## src/rtl/udp_tx_header_serializer.sv

```systemverilog
// udp_tx_header_serializer
//
// Purpose: takes one UDP header descriptor and a byte-wide payload stream and
// emits a complete Ethernet/IPv4/UDP frame on a byte-wide AXI-Stream. The
// frame is 42 header bytes followed by the payload. The block fills in the
// fixed fields (eth_type 0x0800, version 4, IHL 5, protocol 17) and the IPv4
// total length (UDP length + 20, wrapping at 16 bits). It can also compute the
// IPv4 header checksum.
//
// Build option: define UDP_TX_HDR_IP_CSUM_EN to compute the IPv4 header
// checksum. This costs 10 extra cycles between accept and byte 0, and the
// ip_header_checksum input is then ignored. When the macro is undefined, bytes
// 24-25 carry the captured ip_header_checksum as given, and byte 0 follows
// accept by one cycle.
//
// Ports:
//   clk, sreset_n        : clock, synchronous active-low reset
//   hdr_valid/hdr_ready  : descriptor handshake (hdr_ready is registered)
//   eth_*, ip_*, source_port, dest_port, length, checksum : descriptor fields
//   s_axis_*             : payload input (8-bit)
//   m_axis_*             : frame output (8-bit)
module udp_tx_header_serializer (
  input  logic        clk,
  input  logic        sreset_n,
  input  logic        hdr_valid,
  output logic        hdr_ready,
  input  logic [47:0] eth_dest_mac,
  input  logic [47:0] eth_src_mac,
  input  logic [5:0]  ip_dscp,
  input  logic [1:0]  ip_ecn,
  input  logic [15:0] ip_identification,
  input  logic [2:0]  ip_flags,
  input  logic [12:0] ip_fragment_offset,
  input  logic [7:0]  ip_ttl,
  input  logic [15:0] ip_header_checksum,
  input  logic [31:0] ip_source_ip,
  input  logic [31:0] ip_dest_ip,
  input  logic [15:0] source_port,
  input  logic [15:0] dest_port,
  input  logic [15:0] length,
  input  logic [15:0] checksum,
  input  logic [7:0]  s_axis_tdata,
  input  logic        s_axis_tvalid,
  output logic        s_axis_tready,
  input  logic        s_axis_tlast,
  output logic [7:0]  m_axis_tdata,
  output logic        m_axis_tvalid,
  input  logic        m_axis_tready,
  output logic        m_axis_tlast
);

  localparam logic [1:0] ST_IDLE    = 2'd0;
  localparam logic [1:0] ST_CSUM    = 2'd1;
  localparam logic [1:0] ST_HDR     = 2'd2;
  localparam logic [1:0] ST_PAYLOAD = 2'd3;

  typedef struct packed {
    logic [47:0] dest_mac;
    logic [47:0] src_mac;
    logic [5:0]  dscp;
    logic [1:0]  ecn;
    logic [15:0] ident;
    logic [2:0]  flags;
    logic [12:0] frag;
    logic [7:0]  ttl;
    logic [31:0] src_ip;
    logic [31:0] dst_ip;
    logic [15:0] src_port;
    logic [15:0] dst_port;
    logic [15:0] udp_len;
    logic [15:0] udp_csum;
  } desc_t;

  logic [1:0]  state_q, state_d;
  logic [5:0]  cnt_q, cnt_d;      // CSUM word index, then header byte index
  logic [19:0] acc_q, acc_d;
  logic [15:0] csum_q, csum_d;
  logic        hdr_ready_q;
  desc_t       desc_q, desc_d, desc_in;

  logic [15:0]  total_len;
  logic         short_frame;
  logic [15:0]  csum_word;
  logic [19:0]  acc_sum;
  logic [19:0]  fold1;
  logic [15:0]  fold2;
  logic [335:0] hdr_vec;
  logic [7:0]   hdr_bytes [0:41];

`ifdef UDP_TX_HDR_IP_CSUM_EN
  logic unused_hdr_csum_in;
  assign unused_hdr_csum_in = ^ip_header_checksum;
`endif

  assign desc_in = '{
    dest_mac: eth_dest_mac, src_mac: eth_src_mac, dscp: ip_dscp, ecn: ip_ecn,
    ident: ip_identification, flags: ip_flags, frag: ip_fragment_offset,
    ttl: ip_ttl, src_ip: ip_source_ip, dst_ip: ip_dest_ip,
    src_port: source_port, dst_port: dest_port, udp_len: length,
    udp_csum: checksum
  };

  assign total_len   = desc_q.udp_len + 16'd20;
  // A UDP length of 8 or less means a header-only frame: tlast on byte 41.
  assign short_frame = (desc_q.udp_len <= 16'd8);
  assign hdr_ready   = hdr_ready_q;

  // Whole header as one MSB-first vector; byte n sits at bits (41-n)*8.
  assign hdr_vec = {desc_q.dest_mac, desc_q.src_mac, 16'h0800, 8'h45,
                    desc_q.dscp, desc_q.ecn, total_len, desc_q.ident,
                    desc_q.flags, desc_q.frag, desc_q.ttl, 8'd17, csum_q,
                    desc_q.src_ip, desc_q.dst_ip, desc_q.src_port,
                    desc_q.dst_port, desc_q.udp_len, desc_q.udp_csum};

  generate
    for (genvar gi = 0; gi < 42; gi++) begin : g_hdr_byte
      assign hdr_bytes[gi] = hdr_vec[(41-gi)*8 +: 8];
    end
  endgenerate

  // IPv4 header words, one per CSUM cycle; the checksum word itself is 0.
  always_comb begin
    csum_word = 16'h0000;
    case (cnt_q[3:0])
      4'd0:    csum_word = {8'h45, desc_q.dscp, desc_q.ecn};
      4'd1:    csum_word = total_len;
      4'd2:    csum_word = desc_q.ident;
      4'd3:    csum_word = {desc_q.flags, desc_q.frag};
      4'd4:    csum_word = {desc_q.ttl, 8'd17};
      4'd6:    csum_word = desc_q.src_ip[31:16];
      4'd7:    csum_word = desc_q.src_ip[15:0];
      4'd8:    csum_word = desc_q.dst_ip[31:16];
      4'd9:    csum_word = desc_q.dst_ip[15:0];
      default: csum_word = 16'h0000;
    endcase
  end

  // Ten 16-bit words fit in 20 bits. Two folds absorb every carry.
  assign acc_sum = acc_q + {4'h0, csum_word};
  assign fold1   = {4'h0, acc_sum[15:0]} + {16'h0000, acc_sum[19:16]};
  assign fold2   = fold1[15:0] + {12'h000, fold1[19:16]};

  always_comb begin
    state_d       = state_q;
    cnt_d         = cnt_q;
    acc_d         = acc_q;
    csum_d        = csum_q;
    desc_d        = desc_q;
    m_axis_tvalid = 1'b0;
    m_axis_tdata  = 8'h00;
    m_axis_tlast  = 1'b0;
    s_axis_tready = 1'b0;
    case (state_q)
      ST_IDLE: begin
        if (hdr_valid && hdr_ready_q) begin
          desc_d = desc_in;
          cnt_d  = 6'd0;
          acc_d  = 20'h00000;
`ifdef UDP_TX_HDR_IP_CSUM_EN
          state_d = ST_CSUM;
`else
          csum_d  = ip_header_checksum;
          state_d = ST_HDR;
`endif
        end
      end
      ST_CSUM: begin
        acc_d = acc_sum;
        if (cnt_q == 6'd9) begin
          cnt_d   = 6'd0;
          csum_d  = ~fold2;
          state_d = ST_HDR;
        end else begin
          cnt_d = cnt_q + 6'd1;
        end
      end
      ST_HDR: begin
        m_axis_tvalid = 1'b1;
        m_axis_tdata  = hdr_bytes[cnt_q];
        m_axis_tlast  = short_frame && (cnt_q == 6'd41);
        if (m_axis_tready) begin
          if (cnt_q == 6'd41) begin
            cnt_d   = 6'd0;
            state_d = short_frame ? ST_IDLE : ST_PAYLOAD;
          end else begin
            cnt_d = cnt_q + 6'd1;
          end
        end
      end
      ST_PAYLOAD: begin
        m_axis_tvalid = s_axis_tvalid;
        m_axis_tdata  = s_axis_tdata;
        m_axis_tlast  = s_axis_tlast;
        s_axis_tready = m_axis_tready;
        if (s_axis_tvalid && m_axis_tready && s_axis_tlast) begin
          state_d = ST_IDLE;
        end
      end
      default: state_d = ST_IDLE;
    endcase
  end

  always_ff @(posedge clk) begin
    if (!sreset_n) begin
      state_q     <= ST_IDLE;
      cnt_q       <= 6'd0;
      acc_q       <= 20'h00000;
      csum_q      <= 16'h0000;
      hdr_ready_q <= 1'b0;
    end else begin
      state_q     <= state_d;
      cnt_q       <= cnt_d;
      acc_q       <= acc_d;
      csum_q      <= csum_d;
      hdr_ready_q <= (state_d == ST_IDLE);
    end
  end

  // Descriptor copy only changes on accept and needs no reset.
  always_ff @(posedge clk) begin
    desc_q <= desc_d;
  end

endmodule

```

## config.mk

```make
export PLATFORM = sky130hd
export DESIGN_NAME = udp_tx_header_serializer
export DESIGN_NICKNAME = d
export VERILOG_FILES = /design/src/rtl/udp_tx_header_serializer.sv
export SDC_FILE = /design/constraint.sdc
export NUM_CORES = 1
export LEC_CHECK = 0
export BUFFER_PORTS_ARGS = -buffer_cell sky130_fd_sc_hd__buf_2
export CORE_UTILIZATION = 56
export DETAILED_ROUTE_END_ITERATION = 7
export HOLD_SLACK_MARGIN = 0.12
export PLACE_DENSITY_LB_ADDON = 0.12
export SLEW_MARGIN = 20
export SYNTH_ARGS = -nofsm -noshare
export SYNTH_HDL_FRONTEND = slang
export SYNTH_SLANG_ARGS = --single-unit
```

## constraint.sdc

```tcl
create_clock -name clk -period 16.7 [get_ports clk]
set_input_delay 0.835 -clock clk [delete_from_list [all_inputs] [get_ports clk]]
set_output_delay 0.835 -clock clk [all_outputs]
set_load 0.005 [all_outputs]
```

==> results by group <==
Run status
  • Status: finished, final reports clean

Critical path
  • Setup crit end kind: flip-flop
  • WP data arrival: approximately 9.0 ns
  • Largest stage delay on the critical path: just under 1 ns
  • Worst Path Required: ~17 ns
  • CP Launch Type: flip-flop
  • Worst R2R Path Depth: 35
  • Reg2reg end: csum_q[12]$_SDFFE_PN0P_
  • Crit path max-delay cell type: dfxtp_1
  • R2R Path Start: cnt_q[3]$_SDFFE_PN0P_
  • Worst Path Max Fanout: 25
  • Kind of critical path: flip-flop to flip-flop
  • R2r setup slk: approximately 8 ns

STA
  • Crit path time final: 8.61 ns
  • Number of setup violations in the final report: 0
  • Layout Skew: ~0.017 ns
  • RSZ-0062 raised after global routing: false
  • Period utilization: 51.5%
  • Slew Limit Headroom: 25.2%
  • Slew of the pin with the lowest slew margin: 1.12 ns
  • Final hold violation count: 0
  • Final Max Tran Viols: 0
  • F_max: about 0.12 GHz
  • Setup TNS: 0 ns

Layout
  • Layout Nets: 1779
  • Register area: 9080 µm²
  • Multi-input gate area: around 6000 µm²
  • Area grow syn2layout: 18.9%
  • Utilization after layout: 68.1%
  • Filler cells: just under 2k
  • Final Instance Area: roughly 18000 µm²
  • Share of post-route cells with drive strength above 1: a little under a third

Die
  • Die ar.: between 20000 and 30000 µm²
  • Num ports: 314
  • Die width: between 150 and 200 µm
  • Num rows: 60
  • Core Area: between 20000 and 30000 µm²
  • Initial core utilization: between 50% and 60%
  • Die H: 168 µm

Global routing
  • Global-route wire length before repair: ~66000 µm
  • Largest net degree at the start of global routing: between 150 and 200
  • Initial antenna violation count: 5
  • Total grt overflow: 0
  • Tot GR Track Use: approximately a third
  • Vias in the first global route: approximately 11k

CTS
  • CTS tree: done
  • Hold buffer count at cts: 0
  • CTS Sinks: 317
  • Number of gates resized after CTS: 0
  • Clock Pin Slew Worst Setup and Hold Paths: ~0.06 ns
  • Setup Buffers After CTS: 0
  • Skew-Pair Late Insertion Delay: 0.52 ns
  • CTS Buffer Depth: 3
  • CTS Root Cell: clkbuf_16
  • H-tree depth: 2
  • Total CTS buffers: 34

Power and ir drop
  • Clock share of power: between 30% and 40%
  • Leak Pwr: 6.71 nW
  • Design Power: 2.17 mW
  • Max VDD drop: between 90 and 100 µV
  • Combinational power share: between 10% and 20%
  • Sw Pwr: a little under 0.6 mW
  • Reg power frac: roughly half
  • Net switching share of the total power: around 27%
  • Cell Int Power: approximately 1.6 mW
  • Pwr/cell area: approximately 120 nW/µm²

Routing
  • Vias per std cell: ~6.4
  • Post-detailed-route wirelength per cell: approximately 25 µm
  • Routed Antenna Nets: 0
  • Post-route DRC violation count: 0
  • DR iter-0 viols: about 1.4k
  • Post-Route WL: between 40000 and 50000 µm
  • Vias post-DR: around 12k
  • DR pass1 iterations: 7

Synthesis
  • Synth Area per Inst: 13.5 µm²
  • Number of synthesized register bits: 317
  • Post-synth top area cell: edfxtp_1
  • Number of enable flip-flop cells after synthesis: roughly 270
  • Commonest cells post-synth: 272 x edfxtp_1, 75 x nand2_1, 75 x nor2_1
  • Count leader, synth: edfxtp_1
  • Register area share after synthesis: approximately three fifths
  • Main synth FF type: edfxtp_1
  • Synth async-reset ratio: 0%
  • YS warnings: 0
  • Mapped Area: ~15000 µm²
  • Yosys cell types: 79
  • Synth top area share: 52.8%
  • Syn Inst Count: 1146
  • Synth area leaders: edfxtp_1 53%, mux4_2 8.9%, dfxtp_1 5.8%
  • Post-Syn Nets: ~1.5k

Placement
  • HPWL Detailed: roughly 34000 µm
  • GPL Wtd Cong: just over 0.9
  • Port Buffers: between 300 and 400
  • Placed inst area: ~17000 µm²

Worst hold path
  • Hold Path Cell Cnt: 1
  • Hold Path Sink: desc_q[19]$_DFFE_PP_
  • Hold Crit Start: length[3]
  • Worst Hold Class: primary input to flip-flop

Job
  • Max Cap Viol: 0
-- layer usage --
| layer | share of wire, % | vias up | global-route usage, % | routed length, µm |
|---|---|---|---|---|
| met4 | 3.3 | 4 | 10.4 | 1510 |
| met2 | 47 | 788 | 50.9 | 21300 |
| met3 | 10 | 102 | 6.84 | 4630 |
| li1 | - | 5136 | - | - |
| met5 | 0.11 | - | 1.04 | 51 |
| met1 | 40 | 5619 | 43.6 | 18100 |
-- cell usage in the layout (no fill, tap or decap), drive strengths merged, types with 4 or more instances in the layout --
cell,synthesis,final
a222oi,9,9
a22o,10,10
clkinv,1,10
nor3b,7,7
xnor2,27,27
nor2,75,75
xor2,16,16
a21oi,50,50
a31oi,6,6
nor3,13,13
o21a,12,12
o21ai,33,33
and2,13,13
nor2b,8,8
a21o,10,10
o22ai,13,13
mux2i,47,47
clkbuf,50,48
o21bai,4,4
ha,33,33
nor4,7,7
nand3,31,31
and3,12,12
a22oi,45,45
inv,25,27
a21boi,4,4
a211oi,19,19
nand2b,7,7
edfxtp,272,272
buf,15,325
a311oi,5,5
nand4,14,14
nand2,75,75
dfxtp,45,45
o211ai,12,12
mux4,61,61
or3,5,5
a221oi,16,16
-- worst max-delay path by stage --
stage	start	end	slack (ns)	cells after the start
after global routing	cnt_q[1]$_SDFFE_PN0P_	csum_q[12]$_SDFFE_PN0P_	7.50	36
after floorplan	hdr_valid	csum_q[4]$_SDFFE_PN0P_	1.41	7
final	cnt_q[3]$_SDFFE_PN0P_	csum_q[12]$_SDFFE_PN0P_	8.09	35
after global placement	cnt_q[1]$_SDFFE_PN0P_	csum_q[12]$_SDFFE_PN0P_	8.46	36
after detailed placement	cnt_q[1]$_SDFFE_PN0P_	csum_q[12]$_SDFFE_PN0P_	8.26	36
after CTS	cnt_q[1]$_SDFFE_PN0P_	csum_q[12]$_SDFFE_PN0P_	8.25	36
-- area by class of cell --
cell class	instances	area share (%)
diodes	3	0.0408
clock buffers	48	5.08
clock inverters	13	0.687
inverters	26	0.530
multi-input cells	738	33.0
flip-flops and latches	317	49.3
well taps	341	2.32
repair buffers	325	9.07
-- stage by stage --
stage / hold WS (ns) / setup slack (ns) / cells
2_1_floorplan: 0.433 / 1.41 / 1146
3_3_place_gp: 0.472 / 8.46 / 1747
3_5_place_dp: 0.485 / 8.26 / 1747
4_1_cts: 0.475 / 8.25 / 1808
5_1_grt: 0.476 / 7.50 / 1810
6_report: 0.484 / 8.09 / 1811
-- sequential cells by signal, summed over array words and instances, names as in the netlist --
register / cells
acc_q: 20
cnt_q: 6
desc_q: 272
state_q: 2
hdr_ready: 1
csum_q: 16
-- cells by family (layout without fill, tap and decap cells) --
family,Yosys count,after routing,share of synthesized area [%]
buf+inv,91,412,2.27
mux,109,109,12.0
other cells,0,3,0
simple gates,274,274,8.67
flops,317,317,58.6
fa+ha+maj,35,35,2.93
xor+xnor,44,44,2.59
compound gates,276,276,13.0
-- critical path, delay by kind of cell, from the launching register on --
| family | cells | cell delay, ns |
|---|---|---|
| xor+xnor | 1 | 0.16 |
| mux | 1 | 0.21 |
| buf+inv | 3 | 0.79 |
| flops | 1 | 0.97 |
| compound gates | 12 | 2.55 |
| fa+ha+maj | 6 | 1.44 |
| simple gates | 12 | 2.34 |
-- power by group through the flow --
stage	clock network, mW	registers, mW	logic [mW]
floorplan	0	1.14	0.216
global placement	0	1.11	0.338
detailed placement	0	1.11	0.340
CTS	0.733	1.10	0.341
global route	0.757	1.11	0.370
finish	0.722	1.10	0.345
Power figures use the tool's default switching activity.
